<file path="src/rtl/alu_seq_pkg.sv">
// Shared definitions for the ALU command sequencer: opcodes, packed command layout, FSM states.
package alu_seq_pkg;

    localparam int unsigned CMD_W  = 8;
    localparam int unsigned RES_W  = 6;
    localparam int unsigned A_LSB  = 0;
    localparam int unsigned B_LSB  = 3;
    localparam int unsigned OP_LSB = 6;

    localparam logic [1:0] OP_ADD = 2'b00;
    localparam logic [1:0] OP_SUB = 2'b01;
    localparam logic [1:0] OP_MUL = 2'b10;
    localparam logic [1:0] OP_DIV = 2'b11;

    localparam int unsigned ERR_DIV0 = 0;
    localparam int unsigned ERR_ECHO = 1;

    typedef struct packed {
        logic [1:0] op;
        logic [2:0] b;
        logic [2:0] a;
    } alu_cmd_t;

    typedef enum logic [1:0] {
        S_IDLE  = 2'd0,
        S_ISSUE = 2'd1,
        S_WAIT  = 2'd2,
        S_RESP  = 2'd3
    } seq_state_t;

    function automatic alu_cmd_t pack_cmd(input logic [1:0] op, input logic [2:0] a,
                                          input logic [2:0] b);
        alu_cmd_t c;
        c.op = op;
        c.b  = b;
        c.a  = a;
        return c;
    endfunction

endpackage

</file>
<file path="src/rtl/alu_cmd_fifo.sv">
// Synchronous command FIFO with full/empty flags; pointers carry a wrap bit.
module alu_cmd_fifo #(
    parameter int unsigned DEPTH = 4,
    parameter int unsigned WIDTH = 8
) (
    input  logic             clk,
    input  logic             rst_n,
    input  logic             push,
    input  logic [WIDTH-1:0] wdata,
    input  logic             pop,
    output logic [WIDTH-1:0] rdata,
    output logic             full,
    output logic             empty
);

    localparam int unsigned AW = (DEPTH > 1) ? $clog2(DEPTH) : 1;

    logic [WIDTH-1:0] mem [DEPTH];
    logic [AW:0]      wr_ptr;
    logic [AW:0]      rd_ptr;

    always_ff @(posedge clk) begin
        if (!rst_n) begin
            wr_ptr <= '0;
            rd_ptr <= '0;
        end else begin
            if (push && !full) begin
                wr_ptr <= wr_ptr + (AW+1)'(1);
            end
            if (pop && !empty) begin
                rd_ptr <= rd_ptr + (AW+1)'(1);
            end
        end
    end

    // Storage needs no reset; pointers define validity.
    always_ff @(posedge clk) begin
        if (push && !full) begin
            mem[wr_ptr[AW-1:0]] <= wdata;
        end
    end

    assign rdata = mem[rd_ptr[AW-1:0]];
    assign empty = (wr_ptr == rd_ptr);
    assign full  = (wr_ptr[AW] != rd_ptr[AW]) && (wr_ptr[AW-1:0] == rd_ptr[AW-1:0]);

endmodule

</file>
<file path="src/rtl/alu_cmd_sequencer.sv">
// Buffers host ALU operations, issues them one at a time to the ALU and returns checked results.
module alu_cmd_sequencer
    import alu_seq_pkg::*;
#(
    parameter int unsigned FIFO_DEPTH = 4,
    parameter int unsigned ALU_LAT    = 1
) (
    input  logic       clk,
    input  logic       rst_n,
    input  logic       cmd_valid,
    output logic       cmd_ready,
    input  logic [1:0] cmd_op,
    input  logic [2:0] cmd_a,
    input  logic [2:0] cmd_b,
    output logic [7:0] alu_cmd,
    output logic       alu_ena,
    input  logic [7:0] alu_res,
    output logic       res_valid,
    input  logic       res_ready,
    output logic [5:0] res_data,
    output logic [1:0] res_op,
    output logic [1:0] res_err,
    output logic       busy,
    output logic [7:0] done_cnt
);

    localparam int unsigned LAT_W = (ALU_LAT > 1) ? $clog2(ALU_LAT) : 1;

    seq_state_t       state;
    logic [1:0]       op_q;
    logic [LAT_W-1:0] wait_cnt;

    logic             fifo_full;
    logic             fifo_empty;
    logic             fifo_pop;
    logic [CMD_W-1:0] fifo_rdata;
    alu_cmd_t         head;

    assign head      = alu_cmd_t'(fifo_rdata);
    assign fifo_pop  = (state == S_IDLE) && !fifo_empty;
    assign cmd_ready = !fifo_full;
    assign busy      = (state != S_IDLE) || !fifo_empty;

    alu_cmd_fifo #(
        .DEPTH (FIFO_DEPTH),
        .WIDTH (CMD_W)
    ) u_fifo (
        .clk   (clk),
        .rst_n (rst_n),
        .push  (cmd_valid),
        .wdata (pack_cmd(cmd_op, cmd_a, cmd_b)),
        .pop   (fifo_pop),
        .rdata (fifo_rdata),
        .full  (fifo_full),
        .empty (fifo_empty)
    );

    // Sequencer FSM; one operation in flight, outputs registered on state transitions.
    always_ff @(posedge clk) begin
        if (!rst_n) begin
            state     <= S_IDLE;
            op_q      <= '0;
            wait_cnt  <= '0;
            alu_cmd   <= '0;
            alu_ena   <= 1'b0;
            res_valid <= 1'b0;
            res_data  <= '0;
            res_op    <= '0;
            res_err   <= '0;
            done_cnt  <= '0;
        end else begin
            alu_ena <= 1'b0;
            case (state)
                S_IDLE: begin
                    if (!fifo_empty) begin
                        op_q <= head.op;
                        if (head.op == OP_DIV && head.b == 3'd0) begin
                            // Divide by zero is answered locally without touching the ALU.
                            res_valid         <= 1'b1;
                            res_data          <= '0;
                            res_op            <= OP_DIV;
                            res_err           <= '0;
                            res_err[ERR_DIV0] <= 1'b1;
                            state             <= S_RESP;
                        end else begin
                            alu_cmd <= head;
                            alu_ena <= 1'b1;
                            state   <= S_ISSUE;
                        end
                    end
                end
                S_ISSUE: begin
                    wait_cnt <= '0;
                    state    <= S_WAIT;
                end
                S_WAIT: begin
                    if (wait_cnt == LAT_W'(ALU_LAT - 1)) begin
                        res_valid         <= 1'b1;
                        res_data          <= alu_res[RES_W-1:0];
                        res_op            <= op_q;
                        res_err[ERR_DIV0] <= 1'b0;
                        res_err[ERR_ECHO] <= (alu_res[7:6] != op_q);
                        state             <= S_RESP;
                    end else begin
                        wait_cnt <= wait_cnt + LAT_W'(1);
                    end
                end
                S_RESP: begin
                    if (res_ready) begin
                        res_valid <= 1'b0;
                        done_cnt  <= done_cnt + 8'd1;
                        state     <= S_IDLE;
                    end
                end
                default: state <= S_IDLE;
            endcase
        end
    end

endmodule

</file>
<file path="config.mk">
export PLATFORM = sky130hd
export DESIGN_NAME = alu_cmd_sequencer
export DESIGN_NICKNAME = d
export VERILOG_FILES = /design/src/rtl/alu_seq_pkg.sv /design/src/rtl/alu_cmd_fifo.sv /design/src/rtl/alu_cmd_sequencer.sv
export SDC_FILE = /design/constraint.sdc
export NUM_CORES = 1
export LEC_CHECK = 0
export CORE_MARGIN = 2
export CORE_UTILIZATION = 55
export CTS_BUF_LIST = sky130_fd_sc_hd__clkbuf_2
export CTS_CLUSTER_DIAMETER = 50
export DETAILED_ROUTE_END_ITERATION = 12
export PLACE_DENSITY = 0.8
export SYNTH_ARGS = -nofsm -noshare
export SYNTH_HDL_FRONTEND = slang
export SYNTH_HIERARCHICAL = 1
export SYNTH_SLANG_ARGS = --single-unit
</file>
<file path="constraint.sdc">
create_clock -name clk -period 2.75 [get_ports clk]
set_input_delay 0.55 -clock clk [delete_from_list [all_inputs] [get_ports clk]]
set_output_delay 0.55 -clock clk [all_outputs]
set_load 0.03 [all_outputs]
</file>
Yosys cells after proc, flatten, opt, wreduce, memory -nomap -nowiden
Memory sizes are Yosys's and may differ from the RTL's. A register that Yosys moved wholly into a read port is not among the register bits.
Index checks and enable logic that the tools add are counted.
{"block": "totals", "memories": 1, "mem_bits_rw": 32, "register_bits": 39, "output_inout_bits": 30}
{"name": "u_fifo.mem", "words": 4, "word_bits": 8, "rd": 1, "rd_ports_with_merged_regs": 1, "write_ports": 1, "line_no": "alu_cmd_fifo.sv:18", "text": "logic [WIDTH-1:0] mem [DEPTH];"}
{"block": "op_classes", "n_addsub": 4, "n_eq_ne": 12, "bitwise_logic": 4, "muxes": 29, "n_reduce_logical": 21}
{"op": "2-bit two-way mux", "n": 12}
{"op": "6-bit two-way mux", "n": 3}
{"op": "6-bit one-hot mux with 2 select lines", "n": 1}
{"op": "8-bit by 1-bit adder with 8-bit output, second input constant", "n": 1}
{"op": "1-bit two-way mux", "n": 8}
{"op": "2-bit one-hot mux with 2 select lines", "n": 2}
{"op": "2-bit one-hot mux with 4 select lines", "n": 1}
{"op": "3-bit by 1-bit adder with 3-bit output, second input constant", "n": 2}
{"op": "2-bit == test, second input constant", "n": 3}
{"op": "2-bit != test, second input constant", "n": 3}
{"op": "3-bit AND reduction", "n": 2}
{"op": "2-bit nonzero test", "n": 3}
{"op": "1-bit logical AND", "n": 5}
{"op": "5-bit AND reduction", "n": 1}
{"op": "1-bit NOT", "n": 4}
{"op": "2-bit AND reduction", "n": 2}
{"op": "4-bit AND reduction", "n": 1}
{"op": "3-bit == test", "n": 1}
{"op": "3-bit logical NOT", "n": 1}
{"op": "1-bit one-hot mux with 3 select lines", "n": 1}
{"op": "3-bit nonzero test", "n": 1}
{"op": "3-bit OR reduction", "n": 1}
{"op": "2-bit by 1-bit == test with 1-bit output, second input constant", "n": 1}
{"op": "2-bit == test", "n": 1}
{"op": "other kinds (8)", "n": 9}

Depth between registers and ports, before layout
{"block": "depth", "ltp_word": 6, "mapped_depth": 8, "depth_no_buf": 7}

Modules after synthesis
The synthesis kept the hierarchy.
{"module": "alu_cmd_fifo", "cells_each": 110, "n_inst": 1, "area_each_um2": 1724.2}
{"module": "alu_cmd_sequencer", "cells_each": 153, "n_inst": 1, "area_each_um2": 1378.8}

Worst setup path before layout
No wires, ideal clock.
{"block": "synth_timing", "kind": "reg2reg", "start": "register (tool-made name)", "end": "register alu_cmd[0]", "t_arrival_ns": 2.002, "required_ns": 2.622, "period_less_slack_ns": 2.130, "stages_incl_launch_ff": 8, "setup_slack_ns": 0.620, "cell_sequence": "dfxtp_1 buf_2 mux4_2 nand4bb_1 clkbuf_2 o21ai_2 mux2i_1 nor2_1"}
{"item": "end signal, assigned", "line_no": "alu_cmd_sequencer.sv:64", "text": "alu_cmd <= '0;"}
{"item": "end signal, assigned", "line_no": "alu_cmd_sequencer.sv:86", "text": "alu_cmd <= head;"}
{"item": "end, declared", "line_no": "alu_cmd_sequencer.sv:15", "text": "output logic [7:0] alu_cmd,"}

Worst setup path after layout
{"block": "layout_timing", "start": "register u_fifo.rd_ptr[0]", "end": "output cmd_ready"}
{"block": "layout_via", "elab_chain_cells": 3}
{"item": "start, declared", "line_no": "alu_cmd_fifo.sv:20", "text": "logic [AW:0] rd_ptr;"}
{"item": "start signal, assigned", "line_no": "alu_cmd_fifo.sv:31", "text": "rd_ptr <= rd_ptr + (AW+1)'(1);"}
{"item": "2-bit == test", "line_no": "alu_cmd_fifo.sv:45", "text": "assign full = (wr_ptr[AW] != rd_ptr[AW]) && (wr_ptr[AW-1:0] == rd_ptr[AW-1:0]);"}
{"item": "1-bit logical AND", "line_no": "alu_cmd_fifo.sv:45"}
{"item": "via fifo_full", "line_no": "alu_cmd_sequencer.sv:33", "text": "logic fifo_full;"}
{"item": "1-bit logical NOT", "line_no": "alu_cmd_sequencer.sv:41", "text": "assign cmd_ready = !fifo_full;"}
{"item": "end, declared", "line_no": "alu_cmd_sequencer.sv:11", "text": "output logic cmd_ready,"}
The timed path passes the listed nets, and every way through them passes these cells.

==> metrics.md <==
| Metric | Value |
|---|---|
| FF+latch count, synth | `72` |
| Total power | `3.456 mW` |
| Design Area, Final | `3871 sq um` |
| CTS tree | `yes` |
| RSZ-0062 raised after global routing | `false` |
| I/O pins | `50` |
| Count of cell types in the netlist | `41` |
| Layout Area Growth over Synthesis | `24.76%` |
| Starting density of the core | `56.70%` |
| Iter 0 DRT Violations | `129` |
| Die W | `79.11 um` |
| Critical Path AT | `2100 ps` |
| Int Pwr | `2.175 mW` |
| Fin Clk Skew | `19.92 ps` |
| Avg WL per Cell | `14.76 um` |
| Max-cap violations | `0` |
| Diodes inserted | `0` |
| Clock power share | `19.7%` |
| Post-synthesis async set-or-reset flop share | `0%` |
| Root Buffer | `clkbuf_2` |
| Port Buffer Count | `49` |
| Fin util | `70.74%` |
| Post-route minimum period | `2648 ps` |
| DRC viols | `0` |
| Fmax | `377.7 MHz` |
| Congestion Overflow GR | `0` |
| Critical path type | `reg -> out` |
| Status | `completed` |
| Sequential share of power | `42.4%` |
| P_leak | `1.410 nW` |
| Hpwl dp | `4150 um` |
| Ys flop type | `dfxtp_1` |
| Rel. slew slack | `61.37%` |
| CTS buffer count | `9` |
| Synthesized cell area | `3103 sq um` |
| Max Fanout on Critical Path | `7` |
| Via density | `5.472` |
| DP Cell Count | `380` |
| Vias in the first global route | `2144` |
| Via count | `2167` |
| Std-Cell Rows | `27` |
| Critical path required time | `2200 ps` |
| Post-Route Setup TNS | `0 ps` |
| Cell Area, Placed | `3672 sq um` |
| CTS H-tree lvls | `3` |
| PwrDens | `892.8 nW/um^2` |
| Core ar. | `5473 sq um` |
| Final ANT Viol Nets | `0` |
| Worst min-delay path class | `reg -> reg` |
| Clk_lat worst skew | `480 ps` |
| Die Ht | `79.11 um` |
| All-Layer GR Usage | `20.58%` |
| Reg clk slew, reported paths | `200 ps` |
| Switching power | `1.281 mW` |
| Fin crit share | `96.28%` |
| First-pass GRT wire length | `9887 um` |
| Final setup viols | `0` |
| Peak VDD IR | `0.4732 mV` |
| Layout net count | `350` |
| Syn nets | `294` |
| Initial antenna violation count | `0` |
| Largest net degree at the start of global routing | `23` |
| Switch share | `37.06%` |
| Final wirelength | `5843 um` |
| Mean area per synthesized cell | `11.80 sq um` |
| Worst slew pin tran | `573.4 ps` |
| Register area share after synthesis | `56.77%` |
| Layout cells sized above 1 | `13.89%` |
| # fillers | `408` |
| Synth Warn # | `6` |
| DIE AREA | `6258 sq um` |
| Finished Layout Cells | `396` |
| CTS Buffer Depth | `2` |
| Setup Fix Bufs, Post-CTS | `0` |
| Number of synthesized flops with an enable pin | `32` |
| CTS Sinks | `72` |
| Crit. End Element | `output pin` |
| Hold Violations, Final | `0` |
| Gate power share | `37.9%` |
| DR pass1 iterations | `4` |
| GP Congestion | `0.8029` |
| Critical Path Source Type | `flop` |
| Fin. max-slew vios | `0` |
| Synthesized instance count | `263` |
## critical path, stage by stage (launching register included)
cell and delay (ps):
dfxtp_2 500, xor2_4 270, nor3_1 120, inv_1 80, clkdlybuf4s50_1 660
## placed cells by master, fill, tap and decap left out, types with 2 or more instances in the layout
master,netlist,routed
dfxtp_1,40,34
a41oi_1,2,2
inv_1,16,16
a311oi_1,2,2
a211oi_1,4,4
xor2_1,11,8
a31oi_1,2,2
mux2i_1,6,6
nand4_1,6,6
and2_1,5,5
xor2_2,0,2
edfxtp_1,32,32
ha_1,11,11
clkinvlp_4,0,2
a211o_1,4,4
nand2_1,22,22
o211ai_1,3,3
dfxtp_2,0,6
nor3_1,6,5
mux4_2,8,8
bufinv_16,0,2
a21oi_1,8,8
nand3_1,9,9
xnor2_1,4,3
and3_1,3,3
nand3b_1,4,4
nor2_1,19,19
clkbuf_2,2,10
buf_4,0,7
clkdlybuf4s50_1,0,48
o21ai_0,14,14
## cell usage after synthesis, types with 8 or more instances
master    instances  area, sq um
nand3_1           9        45.04
nor2_1           19        71.32
ha_1             11        137.6
nand2_1          22        82.58
edfxtp_1         32        960.9
inv_1            16        60.06
o21ai_0          14        70.07
dfxtp_1          40        800.8
xor2_1           11        96.34
mux4_2            8        180.2
a21oi_1           8        40.04
## power groups by stage
stage               Combinational (mW)  Clock, mW  Sequential (mW)
finish                            1.31      0.682             1.46
global placement                  1.26          0             1.47
CTS                               1.31      0.695             1.47
global route                      1.43      0.743             1.49
floorplan                        0.781          0             1.57
detailed placement                1.28          0             1.47
## final cells by class
class / count / area (sq um) / area share, %
repair buffers: 56 / 545.5 / 14.09
clock buffers: 10 / 50.05 / 1.293
multi-input cells: 164 / 1264 / 32.64
well taps: 72 / 90.09 / 2.327
flip-flops and latches: 72 / 1769 / 45.70
clock inverters: 6 / 92.59 / 2.392
inverters: 16 / 60.06 / 1.551
## sequential cells by signal, indices dropped and copies added (netlist names), named ones only
name	cells
res_data	6
u_fifo/mem	32
alu_cmd	8
u_fifo/rd_ptr	3
alu_ena	1
op_q	2
done_cnt	8
res_err	2
state	2
res_valid	1
res_op	2
u_fifo/wr_ptr	3
## per-layer routing
metal	vias to the layer above	part of all wire [%]	GRT usage (%)
met1	1027	45	27.29
li1	1062	-	-
met2	71	48	33.05
met5	-	0	0
met4	0	1.5	9.655
met3	7	6.0	3.636
## cell families (layout without fill, tap and decap cells)
logic type      after synthesis  in the layout  synth area share, %
compound gates               46             46                10.40
xor+xnor                     15             15                4.234
fa+ha+maj                    11             11                4.435
buf+inv                      27             88                3.992
flops                        72             72                56.77
mux                          14             14                7.742
simple gates                 78             78                12.42
## worst paths after layout
path,to,from,depth (start not counted),slack (ps)
max,cmd_ready,u_fifo/rd_ptr[0]$_SDFFE_PN0P_,4,100
min,alu_cmd[7]$_SDFFE_PN0P_,alu_cmd[7]$_SDFFE_PN0P_,2,470
max reg2reg,res_data[4]$_SDFFE_PN0P_,flop,6,320
min reg2reg,alu_cmd[7]$_SDFFE_PN0P_,alu_cmd[7]$_SDFFE_PN0P_,2,470
## timing repair
item | in CTS | in global routing
resized for setup | 11 | 2
gates cloned | 0 | 0
endpoints found under the setup margin | 2 | 1
hold buffers | 0 | 0
## stage by stage
stage	setup WS, ps	hold slack [ps]
6_report	102.2	465.8
5_1_grt	12.44	489.3
4_1_cts	1.079	467.8
3_5_place_dp	300.4	445.1
3_3_place_gp	323.4	436.8
2_1_floorplan	620.1	461.1
Note: power is estimated with default switching activity, not from simulation.
==> RTL change 1 (same flow settings) <==
Put one more register stage on the output `done_cnt`, without a reset. The value now appears one clock later. The other outputs are not delayed to match.
--- a/src/rtl/alu_cmd_sequencer.sv
+++ b/src/rtl/alu_cmd_sequencer.sv
@@ -26,4 +26,6 @@
 
     localparam int unsigned LAT_W = (ALU_LAT > 1) ? $clog2(ALU_LAT) : 1;
+
+    logic [7:0] done_cnt_s0;
 
     seq_state_t       state;
@@ -68,5 +70,5 @@
             res_op    <= '0;
             res_err   <= '0;
-            done_cnt  <= '0;
+            done_cnt_s0 <= '0;
         end else begin
             alu_ena <= 1'b0;
@@ -109,5 +111,5 @@
                     if (res_ready) begin
                         res_valid <= 1'b0;
-                        done_cnt  <= done_cnt + 8'd1;
+                        done_cnt_s0 <= done_cnt_s0 + 8'd1;
                         state     <= S_IDLE;
                     end
@@ -118,4 +120,8 @@
     end
 
+    always_ff @(posedge clk) begin
+        done_cnt <= done_cnt_s0;
+    end
+
 endmodule
 
Formal check against the unedited RTL: not equivalent (Yosys sat finds a counterexample within 4 cycles, from zero or initial values and one cycle with rst_n low).
==> RTL change 1 against the original RTL <==
- clock skew up 0.0047 ns
- power up 1.2%
- first-iteration DRC count down 27%
- sequential cell count up 8
- sequential share of layout area up 2.4 points
- design area up 3.7%
- synthesized cell count up 3.4%
- area after synthesis up 5.1%
- critical path depth up 2
- wire length up 3.5%
- count of clock-buffer cells in the layout unchanged
- setup slack better by 0.21 ns
- critical path type is now flip-flop to flip-flop
==> RTL change 1: results (changes against the original RTL) <==
pwr:
  vdd_drop_max_mv: 0.561  # was 0.473 mV
  power_leakage_nw: 1.45  # was 1.41 nW
logic_synthesis:
  ys_seq_area_share_pct: 58.9  # was 56.8%
  netlist_top_cells_count: "dfxtp_1, edfxtp_1, nand2_1"  # unchanged
  synthMuxAreaShare_pct: 7.06  # was 7.74%
  synth-compound-area-share_pct: 10.0  # was 10.4%
  yosysUniqueCellTypes: 42  # was 41
  syn_nets: 303  # was 294
  synthXorXnorAreaFrac_pct: 4.03  # was 4.23%
  synthAdderAreaFrac_pct: 4.22  # was 4.44%
place:
  post_dp_cell_area_sq_um: 3830  # was 3670 sq um
  finalWeightedCongestion: 0.869  # was 0.803
  dpl.hpwl_um: 4320  # was 4150 um
hold_path:
  hold_path_startpoint: "done_cnt_s0[7]"  # was alu_cmd[7]
layout:
  num-fill-cells: 443  # was 408
  drive_gt1_share_pct: 13.3  # was 13.9%
  nets: 358  # was 350
critical_path:
  cp_max_fo: 11  # was 7
  critical_path_class: "flip-flop to flip-flop"  # was flip-flop to primary output
  cpLargestDelayFamily: "compound AO/OA/AOI/OAI gates"  # was buffers and inverters
timing:
  fin_crit_sh_pct: 88.8  # was 96.3%
  holdWs_ns: 0.384  # was 0.466 ns
  skew_ns: 0.0247  # was 0.0199 ns
global_routing:
  grt_first_pass_wirelength_um: 9600  # was 9890 um
  track_usage_pct: 19.8  # was 20.6%
drt:
  vias_per_cell: 5.35  # was 5.47
  routed-wl-met3_um: 306  # was 351 um
  met2_length_um: 3080  # was 2780 um
  drt_iter0_markers: 94  # was 129
status:
  status: "completed"  # unchanged
clocking:
  clock_latency_ns: 0.50  # was 0.48 ns
[RTL change 1: changes by cell type after synthesis]
cell and change:
nand2_1 +2, a21oi_1 +1, dfxtp_1 +8, buf_2 +1, nor2_1 -1, clkbuf_2 -1, mux2i_1 -1, clkinv_1 +1
inv_1 -1
[RTL change 1: path summary, 6_finish.rpt]
kind | endpoint | cells after the start
max | res_data[4] | 6
min | done_cnt[7] | 0
max reg2reg | res_data[4] | 6
min reg2reg | done_cnt[7] | 0
[RTL change 1: kinds of logic (layout without fill, tap and decap cells)]
kind of cell / Yosys count / after routing
flops: 80 / 80
simple gates: 79 / 79
xor+xnor: 15 / 15
mux: 13 / 13
buf+inv: 27 / 87
fa+ha+maj: 11 / 11
compound gates: 47 / 47
[RTL change 1: stage by stage]
stage / instances / total power, mW
after floorplan: 272 / 2.47
after global placement: 391 / 2.83
after detailed placement: 391 / 2.87
after CTS: 407 / 3.52
after global routing: 407 / 3.71
final: 407 / 3.50
[RTL change 1: final cells by class]
class                      instances  area share (%)
sequential                        80            48.1
tap                               75            2.34
clock inverter                     6            1.65
inverter                          16            1.50
timing repair buffer              55            13.5
multi-input combinational        165            31.7
clock buffer                      10            1.25
[RTL change 1: repair_timing]
action / 4_1_cts / 5_1_grt
setup endpoints to repair: 2 / 2
gates cloned: 0 / 0
endpoints found under the hold margin: 0 / 0
pin swaps: 1 / 0
gates resized for setup: 8 / 8
hold buffers: 0 / 0
[RTL change 1: routing by layer]
| layer | track usage [%] | vias to the layer above |
|---|---|---|
| met2 | 34.9 | 63 |
| li1 | - | 1090 |
| met3 | 4.33 | 10 |
| met5 | 0 | - |
| met1 | 23.0 | 1016 |
| met4 | 8.98 | 0 |
[RTL change 1: where the power goes]
group          switching (mW)  internal, mW
clock network           0.399         0.218
registers               0.143          1.44
logic                   0.763         0.533
==> RTL change 2 (same flow settings) <==
Made on the original files. Change the parameter `FIFO_DEPTH` from 4 to 2.
--- a/src/rtl/alu_cmd_sequencer.sv
+++ b/src/rtl/alu_cmd_sequencer.sv
@@ -3,5 +3,5 @@
     import alu_seq_pkg::*;
 #(
-    parameter int unsigned FIFO_DEPTH = 4,
+    parameter int unsigned FIFO_DEPTH = 2,
     parameter int unsigned ALU_LAT    = 1
 ) (
Function: changed (a bounded check fails within 4 cycles, from zero or initial values and one cycle with rst_n low).
==> RTL change 2 against the original RTL <==
- sequential cell count shrank 19
- global-route usage shrank 0.25 points
- area after synthesis shrank 28%
- setup slack gained 0.17 ns
- die area shrank 27%
- power shrank 29%
- design area shrank 26%
- wire length shrank 27%
==> RTL change 2: results (changes against the original RTL) <==
clocking:
  clk_pin_slew_ns: 0.28  # was 0.20 ns
  h-tree-depth: 2  # was 3
  clock_latency_ns: 0.45  # was 0.48 ns
  numCtsBuffers: 5  # was 9
logic_synthesis:
  netlist_top_cells_count: "dfxtp_1, nand2_1, nor2_1"  # was dfxtp_1, edfxtp_1, nand2_1
  syn_nets: 236  # was 294
  synth_enable_flop_cells: 16  # was 32
drt:
  wl_per_cell_um: 13.7  # was 14.8 um
  drt_iter0_markers: 66  # was 129
critical_path:
  r2r_cells: 5  # was 6
  crit_arrival_ns: 1.93  # was 2.10 ns
  r2r-end: "alu_cmd[2]"  # was res_data[4]
  regToRegSetupSlack_ns: 0.41  # was 0.32 ns
status:
  status: "completed"  # unchanged
layout:
  drive_gt1_share_pct: 9.20  # was 13.9%
  nets: 286  # was 350
  largest_reg_flops: 16  # was 32
global_routing:
  grt_first_pass_wirelength_um: 6790  # was 9890 um
  track_usage_pct: 20.3  # was 20.6%
timing:
  slew_headroom_pct: 61.4  # about the same
  skew_ns: 0.0252  # was 0.0199 ns
place:
  finalWeightedCongestion: 0.793  # was 0.803
  dpl.hpwl_um: 3130  # was 4150 um
pwr:
  power_leakage_nw: 1.08  # was 1.41 nW
  clockPowerShare_pct: 20.2  # was 19.7%
  vdd_drop_max_mv: 0.506  # was 0.473 mV
  swShare_pct: 35.9  # was 37.1%
  powerComb_mw: 0.924  # was 1.31 mW
-- RTL change 2: changes by cell type after synthesis, sizes merged, moves of 4 or more --
cell,delta
nand3b,-4
edfxtp,-16
and2,-4
mux4,-8
nor3,-4
mux2,+8
a211o,-4
ha,-5
inv,-4
-- RTL change 2: routing by layer --
| layer | track usage (%) | share of wire (%) | vias up |
|---|---|---|---|
| met1 | 26.7 | 45 | 776 |
| met5 | 0 | 0 | - |
| met2 | 32.7 | 49 | 43 |
| met4 | 6.89 | 1.2 | 0 |
| li1 | - | - | 834 |
| met3 | 5.00 | 4.3 | 5 |
-- RTL change 2: metrics by stage --
step / power [mW] / instance area, sq um / util [%] / worst slack (ns) / std cells
floorplan: 1.69 / 2220 / - / 0.749 / 210
global placement: 1.96 / 2750 / 69.8 / 0.496 / 303
detailed placement: 1.98 / 2750 / 69.8 / 0.421 / 303
CTS: 2.47 / 2850 / 72.2 / 0.0683 / 311
global route: 2.60 / 2850 / 72.3 / 0.110 / 311
finish: 2.46 / 2850 / 72.3 / 0.270 / 311
-- RTL change 2: area by class of cell --
cell class	instances	area share, %
timing repair buffer	52	18.1
clock inverter	3	2.41
clock buffer	5	0.878
multi-input combinational	136	32.0
inverter	12	1.58
tap	50	2.19
sequential	53	42.9
-- RTL change 2: kinds of logic (layout without fill, tap and decap cells) --
kind of cell	count (synthesis)	in the layout	synth area share (%)
buffers and inverters	21	72	4.05
and+or+nand+nor	66	66	13.7
AOI/OAI and AO/OA	36	36	11.1
adders and majority gates	6	6	3.38
muxes	16	16	7.66
DFF	53	53	55.0
xor gates and xnor gates	12	12	5.07
-- RTL change 2: worst max-delay path: stages (launching register included) --
cell and delay [ns]:
dfxtp_1 0.52, xor2_1 0.21, nor2_1 0.08, inv_1 0.05, clkdlybuf4s50_1 0.66
